<file path="src/rtl/req_ack_pkg.sv">
// rtl/req_ack_pkg.sv - shared types and helpers for the request/acknowledge scheduler
package req_ack_pkg;

  typedef enum logic [1:0] {
    IDLE  = 2'd0,
    RUN   = 2'd1,
    DRAIN = 2'd2
  } state_t;

  // Timestamp width: two bits of headroom over the latency range keep equality compares wrap-safe.
  function automatic int tw_of(input int max_lat);
    return $clog2(max_lat) + 2;
  endfunction

  function automatic int clamp_lat(input int v, input int max_lat);
    if (v < 1) return 1;
    if (v > max_lat) return max_lat;
    return v;
  endfunction

endpackage

</file>
<file path="src/rtl/due_fifo.sv">
// rtl/due_fifo.sv - circular FIFO of due timestamps with head and head+1 visibility
module due_fifo
  import req_ack_pkg::*;
#(
  parameter int DEPTH = 4,
  parameter int W     = 6
) (
  input  logic                       clk,
  input  logic                       rst_n,
  input  logic                       push,
  input  logic [W-1:0]               din,
  input  logic                       pop,
  output logic [W-1:0]               head,
  output logic [W-1:0]               head_nxt,
  output logic [$clog2(DEPTH+1)-1:0] count,
  output logic                       full,
  output logic                       empty
);

  localparam int AW = (DEPTH > 1) ? $clog2(DEPTH) : 1;
  localparam int CW = $clog2(DEPTH+1);

  logic [W-1:0]  mem [DEPTH];
  logic [AW-1:0] rd_ptr;
  logic [AW-1:0] wr_ptr;
  logic          push_ok;
  logic          pop_ok;

  function automatic logic [AW-1:0] bump(input logic [AW-1:0] p);
    return (p == AW'(DEPTH-1)) ? '0 : p + AW'(1);
  endfunction

  assign full     = (count == CW'(DEPTH));
  assign empty    = (count == '0);
  assign pop_ok   = pop && !empty;
  // A full FIFO still takes a push when it pops in the same cycle.
  assign push_ok  = push && (!full || pop_ok);
  assign head     = mem[rd_ptr];
  assign head_nxt = mem[bump(rd_ptr)];

  always_ff @(posedge clk or negedge rst_n) begin
    if (!rst_n) begin
      rd_ptr <= '0;
      wr_ptr <= '0;
      count  <= '0;
    end else begin
      if (push_ok) wr_ptr <= bump(wr_ptr);
      if (pop_ok)  rd_ptr <= bump(rd_ptr);
      case ({push_ok, pop_ok})
        2'b10:   count <= count + CW'(1);
        2'b01:   count <= count - CW'(1);
        default: count <= count;
      endcase
    end
  end

  always_ff @(posedge clk) begin
    if (push_ok) mem[wr_ptr] <= din;
  end

endmodule

</file>
<file path="src/rtl/req_ack_scheduler.sv">
// rtl/req_ack_scheduler.sv - issues b_ack exactly cur_lat cycles after each accepted a_req
module req_ack_scheduler
  import req_ack_pkg::*;
#(
  parameter int MAX_LAT = 15,
  parameter int MAX_OUT = 4,
  parameter int DEF_LAT = 4
) (
  input  logic                         clk,
  input  logic                         rst_n,
  input  logic                         en,
  input  logic                         a_req,
  input  logic [$clog2(MAX_LAT+1)-1:0] cfg_lat,
  input  logic                         cfg_load,
  input  logic                         err_clr,
  output logic                         b_ack,
  output logic                         busy,
  output logic [$clog2(MAX_OUT+1)-1:0] outstanding,
  output logic [$clog2(MAX_LAT+1)-1:0] cur_lat,
  output logic                         ovf_err,
  output logic                         drop_err
);

  localparam int LW = $clog2(MAX_LAT+1);
  localparam int OW = $clog2(MAX_OUT+1);
  localparam int TW = tw_of(MAX_LAT);

  state_t        state;
  logic [TW-1:0] cnt;
  logic [TW-1:0] cnt_p1;
  logic [LW-1:0] pend_lat;
  logic          pend_q;
  logic [LW-1:0] cfg_clamped;

  logic [TW-1:0] head;
  logic [TW-1:0] head_nxt;
  logic [OW-1:0] count;
  logic          full;
  logic          empty;

  logic          pop;
  logic          admit_ok;
  logic          accept;
  logic          drop_ev;
  logic          ovf_ev;
  logic          empties;
  logic          ack_d;

  assign cfg_clamped = LW'(clamp_lat(int'(cfg_lat), MAX_LAT));
  assign cnt_p1      = cnt + TW'(1);

  // An entry leaves the queue on its due cycle; b_ack is registered one cycle earlier.
  assign pop      = !empty && (head == cnt);
  // A cfg_load strobe blocks acceptance so cur_lat never changes with a request in flight.
  assign admit_ok = (state == RUN) && en && !pend_q && !cfg_load;
  assign accept   = a_req && admit_ok && (!full || pop);
  assign drop_ev  = a_req && !admit_ok;
  assign ovf_ev   = a_req && admit_ok && full && !pop;
  assign empties  = empty || ((count == OW'(1)) && pop);

  assign ack_d = (!empty && (head == cnt_p1))
              || (pop && (count > OW'(1)) && (head_nxt == cnt_p1))
              || (accept && (cur_lat == LW'(1)));

  assign outstanding = count;
  assign busy        = !empty;

  due_fifo #(
    .DEPTH(MAX_OUT),
    .W    (TW)
  ) u_due_fifo (
    .clk     (clk),
    .rst_n   (rst_n),
    .push    (accept),
    .din     (cnt + TW'(cur_lat)),
    .pop     (pop),
    .head    (head),
    .head_nxt(head_nxt),
    .count   (count),
    .full    (full),
    .empty   (empty)
  );

  always_ff @(posedge clk or negedge rst_n) begin
    if (!rst_n) begin
      state    <= IDLE;
      cnt      <= '0;
      b_ack    <= 1'b0;
      cur_lat  <= LW'(DEF_LAT);
      pend_q   <= 1'b0;
      pend_lat <= LW'(DEF_LAT);
      ovf_err  <= 1'b0;
      drop_err <= 1'b0;
    end else begin
      cnt      <= cnt_p1;
      b_ack    <= ack_d;
      ovf_err  <= (ovf_err && !err_clr) || ovf_ev;
      drop_err <= (drop_err && !err_clr) || drop_ev;
      case (state)
        IDLE: begin
          if (cfg_load) cur_lat <= cfg_clamped;
          if (en) state <= RUN;
        end
        RUN: begin
          if (!empty && (!en || cfg_load)) begin
            state <= DRAIN;
            if (cfg_load) begin
              pend_q   <= 1'b1;
              pend_lat <= cfg_clamped;
            end
          end else begin
            if (cfg_load) cur_lat <= cfg_clamped;
            if (!en) state <= IDLE;
          end
        end
        DRAIN: begin
          if (empties) begin
            if (cfg_load)    cur_lat <= cfg_clamped;
            else if (pend_q) cur_lat <= pend_lat;
            pend_q <= 1'b0;
            state  <= en ? RUN : IDLE;
          end else if (cfg_load) begin
            pend_q   <= 1'b1;
            pend_lat <= cfg_clamped;
          end
        end
        default: state <= IDLE;
      endcase
    end
  end

endmodule

</file>
<file path="config.mk">
export PLATFORM = sky130hd
export DESIGN_NAME = req_ack_scheduler
export DESIGN_NICKNAME = d
export VERILOG_FILES = /design/src/rtl/req_ack_pkg.sv /design/src/rtl/due_fifo.sv /design/src/rtl/req_ack_scheduler.sv
export SDC_FILE = /design/constraint.sdc
export NUM_CORES = 1
export LEC_CHECK = 0
export BUFFER_PORTS_ARGS = -buffer_cell sky130_fd_sc_hd__buf_2
export CORE_MARGIN = 2
export CORE_UTILIZATION = 40
export DETAILED_ROUTE_END_ITERATION = 8
export PLACE_DENSITY_LB_ADDON = 0.2
export SETUP_SLACK_MARGIN = 0.1
export SYNTH_ARGS = -nofsm -noshare
export SYNTH_HDL_FRONTEND = slang
export SYNTH_SLANG_ARGS = --single-unit
</file>
<file path="constraint.sdc">
create_clock -name clk -period 4.4 [get_ports clk]
set_clock_uncertainty 0.1 [all_clocks]
set_input_delay 0.44 -clock clk [delete_from_list [all_inputs] [get_ports clk]]
set_output_delay 0.44 -clock clk [all_outputs]
set_load 0.02 [all_outputs]
</file>
======== After elaboration in Yosys (flattened, before gate mapping) ========
Memory sizes are Yosys's and may differ from the RTL's.
Index checks and enable logic that the tools add are counted.
storage, ports and cells
  register bits after elaboration ......... 27
  bits in latches ......................... 0
  bits in writable memories ............... 24
  memory bits (read-only) ................. 0
  output and inout port bits .............. 11
  word-level logic and storage cells ...... 111
  memories ................................ 1
operators by class
  add/subtract/negate cells ............... 6
  multiply operators ...................... 0
  divide/modulo/power cells ............... 0
  magnitude comparators ................... 2
  eq/ne operators ......................... 19
  shifts and indexed selects .............. 0
  muxes and demuxes ....................... 28
  bitwise logic cells ..................... 0
  reduce and logical (&&, ||, !) cells .... 44
memories
  name            depth  width  read ports  clocked after Yosys merged registers in  wr ports  RTL line        text
  u_due_fifo.mem  4      6      2           0                                        1         due_fifo.sv:23  logic [W-1:0] mem [DEPTH];
operator list
  kind                                                                   count
  4-bit two-way mux                                                      9
  1-bit logical AND                                                      19
  6-bit == test                                                          3
  2-bit two-way mux                                                      6
  4-bit one-hot mux with 3 select lines                                  1
  2-bit == test (second input constant)                                  4
  1-bit zero test                                                        8
  1-bit logical OR                                                       8
  1-bit two-way mux                                                      8
  2-bit != test (second input constant)                                  4
  4-bit one-hot mux with 2 select lines                                  1
  6-bit by 1-bit adder with 6-bit output (second input constant)         1
  6-bit by 4-bit adder with 6-bit output                                 1
  2-bit one-hot mux with 3 select lines                                  1
  3-bit one-hot mux with 2 select lines                                  1
  3-bit AND reduction                                                    2
  2-bit by 1-bit adder with 2-bit output (second input constant)         2
  2-bit by 1-bit == test with 1-bit output (second input constant)       2
  4-bit by 1-bit == test with 1-bit output (second input constant)       1
  4-bit by 1-bit < comparator with 1-bit output (second input constant)  1
  4-bit AND reduction                                                    1
  2-bit nonzero test                                                     2
  3-bit by 1-bit adder with 3-bit output (second input constant)         1
  3-bit by 1-bit == test with 1-bit output (second input constant)       1
  11 further kinds                                                       11

======== Logic depth before layout (Yosys ltp) ========
  depth in word-level cells ............... 9
  depth in mapped cells ................... 11
  gate-level depth less buffers ........... 10

======== Modules after synthesis ========
Synthesis repeated with hierarchy kept, for this count alone.
unflattened totals
  cells, all modules ...................... 216
  area total of the unflattened synthesis .. 2869.0 um^2
by module, submodules not included
  module             times used  cells an instance  area an instance (um^2)  sequential area each (um^2)
  due_fifo           1           80                 1468.9                   895.9
  req_ack_scheduler  1           136                1400.1                   503.0

======== Worst setup path before layout ========
OpenSTA, ideal clock, no wires.
  kind .................................... register to register
  from .................................... register u_due_fifo.rd_ptr[0]
  to ...................................... register u_due_fifo.count[2]
  library setup time ...................... 0.136 ns
  data arrival time ....................... 2.404 ns
  data required time ...................... 4.164 ns
  slack ................................... 1.761 ns
  cell stages (with the launch flop) ...... 10
  period minus slack after synthesis ...... 2.639 ns
  path through ............................ dfrtp_1 buf_6 mux4_1 xnor2_1 nand4_2 nor3_4 ha_1 mux2i_1 nor2_1 xor2_1
on the way
  cells in the longest elaborated chain, start to end .. 8
  elaborated cells on any way between the ends .. 12
ends and longest elaborated chain
  element                                                                      RTL line                 text
  start, declared                                                              due_fifo.sv:24           logic [AW-1:0] rd_ptr;
  start signal, assigned                                                       due_fifo.sv:48           if (pop_ok) rd_ptr <= bump(rd_ptr);
  memory 4 x 6 bit *                                                           --
  6-bit == test *                                                              req_ack_scheduler.sv:53  assign pop = !empty && (head == cnt);
  1-bit logical AND *                                                          req_ack_scheduler.sv:53
  1-bit logical AND *                                                          due_fifo.sv:35           assign pop_ok = pop && !empty;
  named net u_due_fifo.pop_ok                                                  due_fifo.sv:27           logic pop_ok;
  1-bit logical OR                                                             due_fifo.sv:37           assign push_ok = push && (!full || pop_ok);
  1-bit logical AND                                                            due_fifo.sv:37
  2-bit by 1-bit == test with 1-bit output or 2-bit == test (tied branches)    due_fifo.sv:49           case ({push_ok, pop_ok})
  3-bit one-hot mux with 2 select lines or 2-bit nonzero test (tied branches)  --
  end signal, assigned                                                         due_fifo.sv:50           2'b10: count <= count + CW'(1);
  end signal, assigned                                                         due_fifo.sv:51           2'b01: count <= count - CW'(1);
  end signal, assigned                                                         due_fifo.sv:52           default: count <= count;
  end, declared                                                                due_fifo.sv:15           output logic [$clog2(DEPTH+1)-1:0] count,
Mark *: on every way through the listed nets, which the timed path passes. The rest lies on a longest branch.
A chain may end at the register's enable or synchronous reset.

======== Final worst setup path ========
Ends and elaborated chain as after synthesis.

==> flow_summary.ini <==
[critical_path]
cp_max_fo = 9
endpoint_kind = flop
rr_endpoint = u_due_fifo.count[2]
critPathKind = flop to flop
critPathLaunchType = flop
cp.required_ns = 4.48
endpoint = u_due_fifo.count[2]
rrSetupSlack_ns = 1.47
r2r-start = u_due_fifo.rd_ptr[0]
worst_ep_arrival_time_ns = 3.01
cp-startpoint = u_due_fifo.rd_ptr[0]
ff2ff_path_depth = 8

[sta]
tns_ns = 0
rsz0062_at_grt = no
relSlewSlack_pct = 58.36
finalSetupViolations = 0
tightest_slew_ns = 0.6181
layout_min_cycle_time_ns = 2.930
finalWorstSetupSlack_ns = 1.470
fin_crit_sh_pct = 66.58
slew_violations = 0
clock.fmax_mhz = 341.3
hold-worst-slack_ns = 0.04088
hold_viol_final = 0

[synth]
ys.flop_type = dfrtp_1
syn_inst = 216
synthArstFlopShare_pct = 52.94
synth_edf_count = 24
synth_fp_nets = 242
synth.distinct_cells = 45
syn-cell-area_sq_mm = 0.002848
synth_seq_cells = 51
synth_area_leaders = edfxtp_1 25%, dfrtp_1 22%, ha_1 6.6%
yosysSeqAreaShare_pct = 49.12
synth_warnings = 0
synth_top_cell_area_share_pct = 25.31
syn_area_per_cell_sq_um = 13.18
yosysTopAreaCell = edfxtp_1

[cts]
cts-root-buf = clkbuf_8
clock_latency_ns = 0.30
h-tree-depth = 2
cts_buffer_depth = 2
clk_pin_slew_ns = 0.09
cts_num_sinks = 51
tritoncts = built
post_cts_buffers = 0
cts_buffers = 5
cts-resized-gates = 0
cts_hold_buf = 0

[final_layout]
n_antenna_cell = 0
layout-drive-gt1-share_pct = 20.42
final_area_sq_mm = 0.003131
final_util_pct = 45.82
register_area_sq_mm = 0.001399
area.growth.synth_to_final_pct = 9.930
final_nets = 265
final.fill_count = 633
multiInputGateArea_sq_mm = 0.001363

[power_and_ir_drop]
switching_share_pct = 37.20
ir_drop_mv = 0.2055
internal-power_w = 0.001101
p_comb_share_pct = 43.6
cellLeakagePower_nw = 1.259
power_density_mw_per_mm2 = 559.9
switching_power_w = 0.0006520
seq_power_share_pct = 41.5
p_clk_share_pct = 14.9

[floorplanning]
row_count = 30
die_h_um = 88.38
ios = 21
dieArea_sq_mm = 0.007810
dieWidth_um = 88.38
core_sq_mm = 0.006832
initial_core_util_pct = 41.68

[placement]
dp_hpwl_um = 4018
gp_congestion = 0.8452
placed_cell_area_sq_mm = 0.003045
place_ws_ns = 1.462
port_buffers = 20

[hold_path]
hold_class = input port to asynchronous set/reset pin

[routing]
routed_wl_um = 5160
remaining_drc_errors = 0
ant_nets = 0
drt_iter0_markers = 53
via_per_inst = 5.054
wire_per_inst_um = 15.36
via_count = 1698
dr.pass1.iters = 4

[grt]
grt_usage_pct = 14.78
grt_overflow = 0
grt_pass1_wl_um = 8604
grt_max_degree = 28
grt_pass1_vias = 1653
antenna_found_initial = 0

[run]
cap_violations = 0

[outcome]
status = finished clean
## placed cells by master, fill, tap and decap left out, types with 2 or more instances in the layout
| cell | count |
|---|---|
| and2_1 | 4 |
| and3_1 | 2 |
| or4_1 | 2 |
| a21o_1 | 2 |
| a31oi_1 | 2 |
| mux2_2 | 9 |
| mux2i_1 | 4 |
| mux4_2 | 6 |
| o211ai_1 | 2 |
| buf_2 | 20 |
| edfxtp_1 | 24 |
| dfrtp_1 | 25 |
| inv_1 | 16 |
| a21oi_1 | 5 |
| xor2_1 | 10 |
| clkinv_1 | 2 |
| mux4_1 | 6 |
| o21ai_0 | 5 |
| nand3_1 | 5 |
| clkbuf_8 | 5 |
| nor3_1 | 5 |
| nand2_1 | 9 |
| ha_1 | 15 |
| nor2b_1 | 4 |
| xnor2_1 | 17 |
| nor2_1 | 11 |
| mux2_1 | 3 |
| dfstp_2 | 2 |
## power by group through the flow
stage / clock network, W / logic [W] / registers (W)
2_1_floorplan: 0 / 0.000593 / 0.000736
3_3_place_gp: 0 / 0.000768 / 0.000741
3_5_place_dp: 0 / 0.000775 / 0.000740
4_1_cts: 0.000274 / 0.000778 / 0.000730
5_1_grt: 0.000292 / 0.000854 / 0.000746
6_report: 0.000261 / 0.000764 / 0.000728
## worst max-delay path: stages (launching register included)
cell and delay (ns):
dfrtp_1 0.56, mux4_1 0.66, xnor2_1 0.20, nand4_2 0.18, nor3_4 0.45, ha_1 0.28, mux2i_1 0.20, nor2_1 0.06
xor2_1 0.13
## kinds of logic after synthesis
family / Yosys count / synth area share (%)
xor gates and xnor gates: 28 / 8.875
buffers and inverters: 21 / 3.032
muxes: 28 / 16.43
and+or+nand+nor: 49 / 9.358
DFF: 51 / 49.12
adders and majority gates: 16 / 7.294
AOI/OAI and AO/OA: 23 / 5.887
## cells in the mapped netlist (2+ instances only)
cell / count
mux4_2: 6
and3_1: 2
or4_1: 2
o21ai_0: 5
xnor2_1: 17
inv_1: 16
mux2_2: 9
edfxtp_1: 24
a21oi_1: 5
mux2i_1: 4
dfstp_2: 2
ha_1: 15
a31oi_1: 2
and2_1: 4
nor2b_1: 4
nand3_1: 5
mux2_1: 3
dfrtp_1: 25
xor2_1: 10
nand2_1: 9
clkbuf_1: 2
nor3_1: 5
o211ai_1: 2
nor2_1: 11
mux4_1: 6
a21o_1: 2
## final cells by class
type | instances | area share, %
Clock buffer | 6 | 2.318
Multi-Input combinational cell | 144 | 43.53
Inverter | 17 | 2.038
Sequential cell | 51 | 44.68
Timing Repair Buffer | 20 | 3.197
Tap cell | 96 | 3.837
Clock inverter | 2 | 0.3997
## through the flow
stage,instances,power [W]
5_1_grt,336,0.001892
2_1_floorplan,216,0.001329
3_5_place_dp,328,0.001516
4_1_cts,336,0.001783
3_3_place_gp,328,0.001508
6_report,336,0.001753
## registers in the layout, indices dropped and copies added, names as in the netlist
register	flops
b_ack	1
cnt	6
cur_lat	4
drop_err	1
ovf_err	1
pend_lat	4
pend_q	1
state	2
u_due_fifo.count	3
u_due_fifo.mem	24
u_due_fifo.rd_ptr	2
u_due_fifo.wr_ptr	2
## how the worst min path moves through the flow
stage           startpoint           to  slack [ns]
6_report             rst_n  pend_lat[3]        0.04
4_1_cts              rst_n  pend_lat[3]        0.06
2_1_floorplan        rst_n        b_ack        0.04
5_1_grt              rst_n  pend_lat[1]        0.09
3_3_place_gp   pend_lat[1]  pend_lat[1]        0.37
3_5_place_dp   pend_lat[3]  pend_lat[3]        0.37
## routing by layer
layer	routed length [um]	vias up	GRT usage (%)
met3	172	4	3.172
met5	0	-	0
met4	82	0	5.372
li1	-	833	-
met1	2507	831	20.36
met2	2397	30	23.17
(Power assumes the default switching activity.)
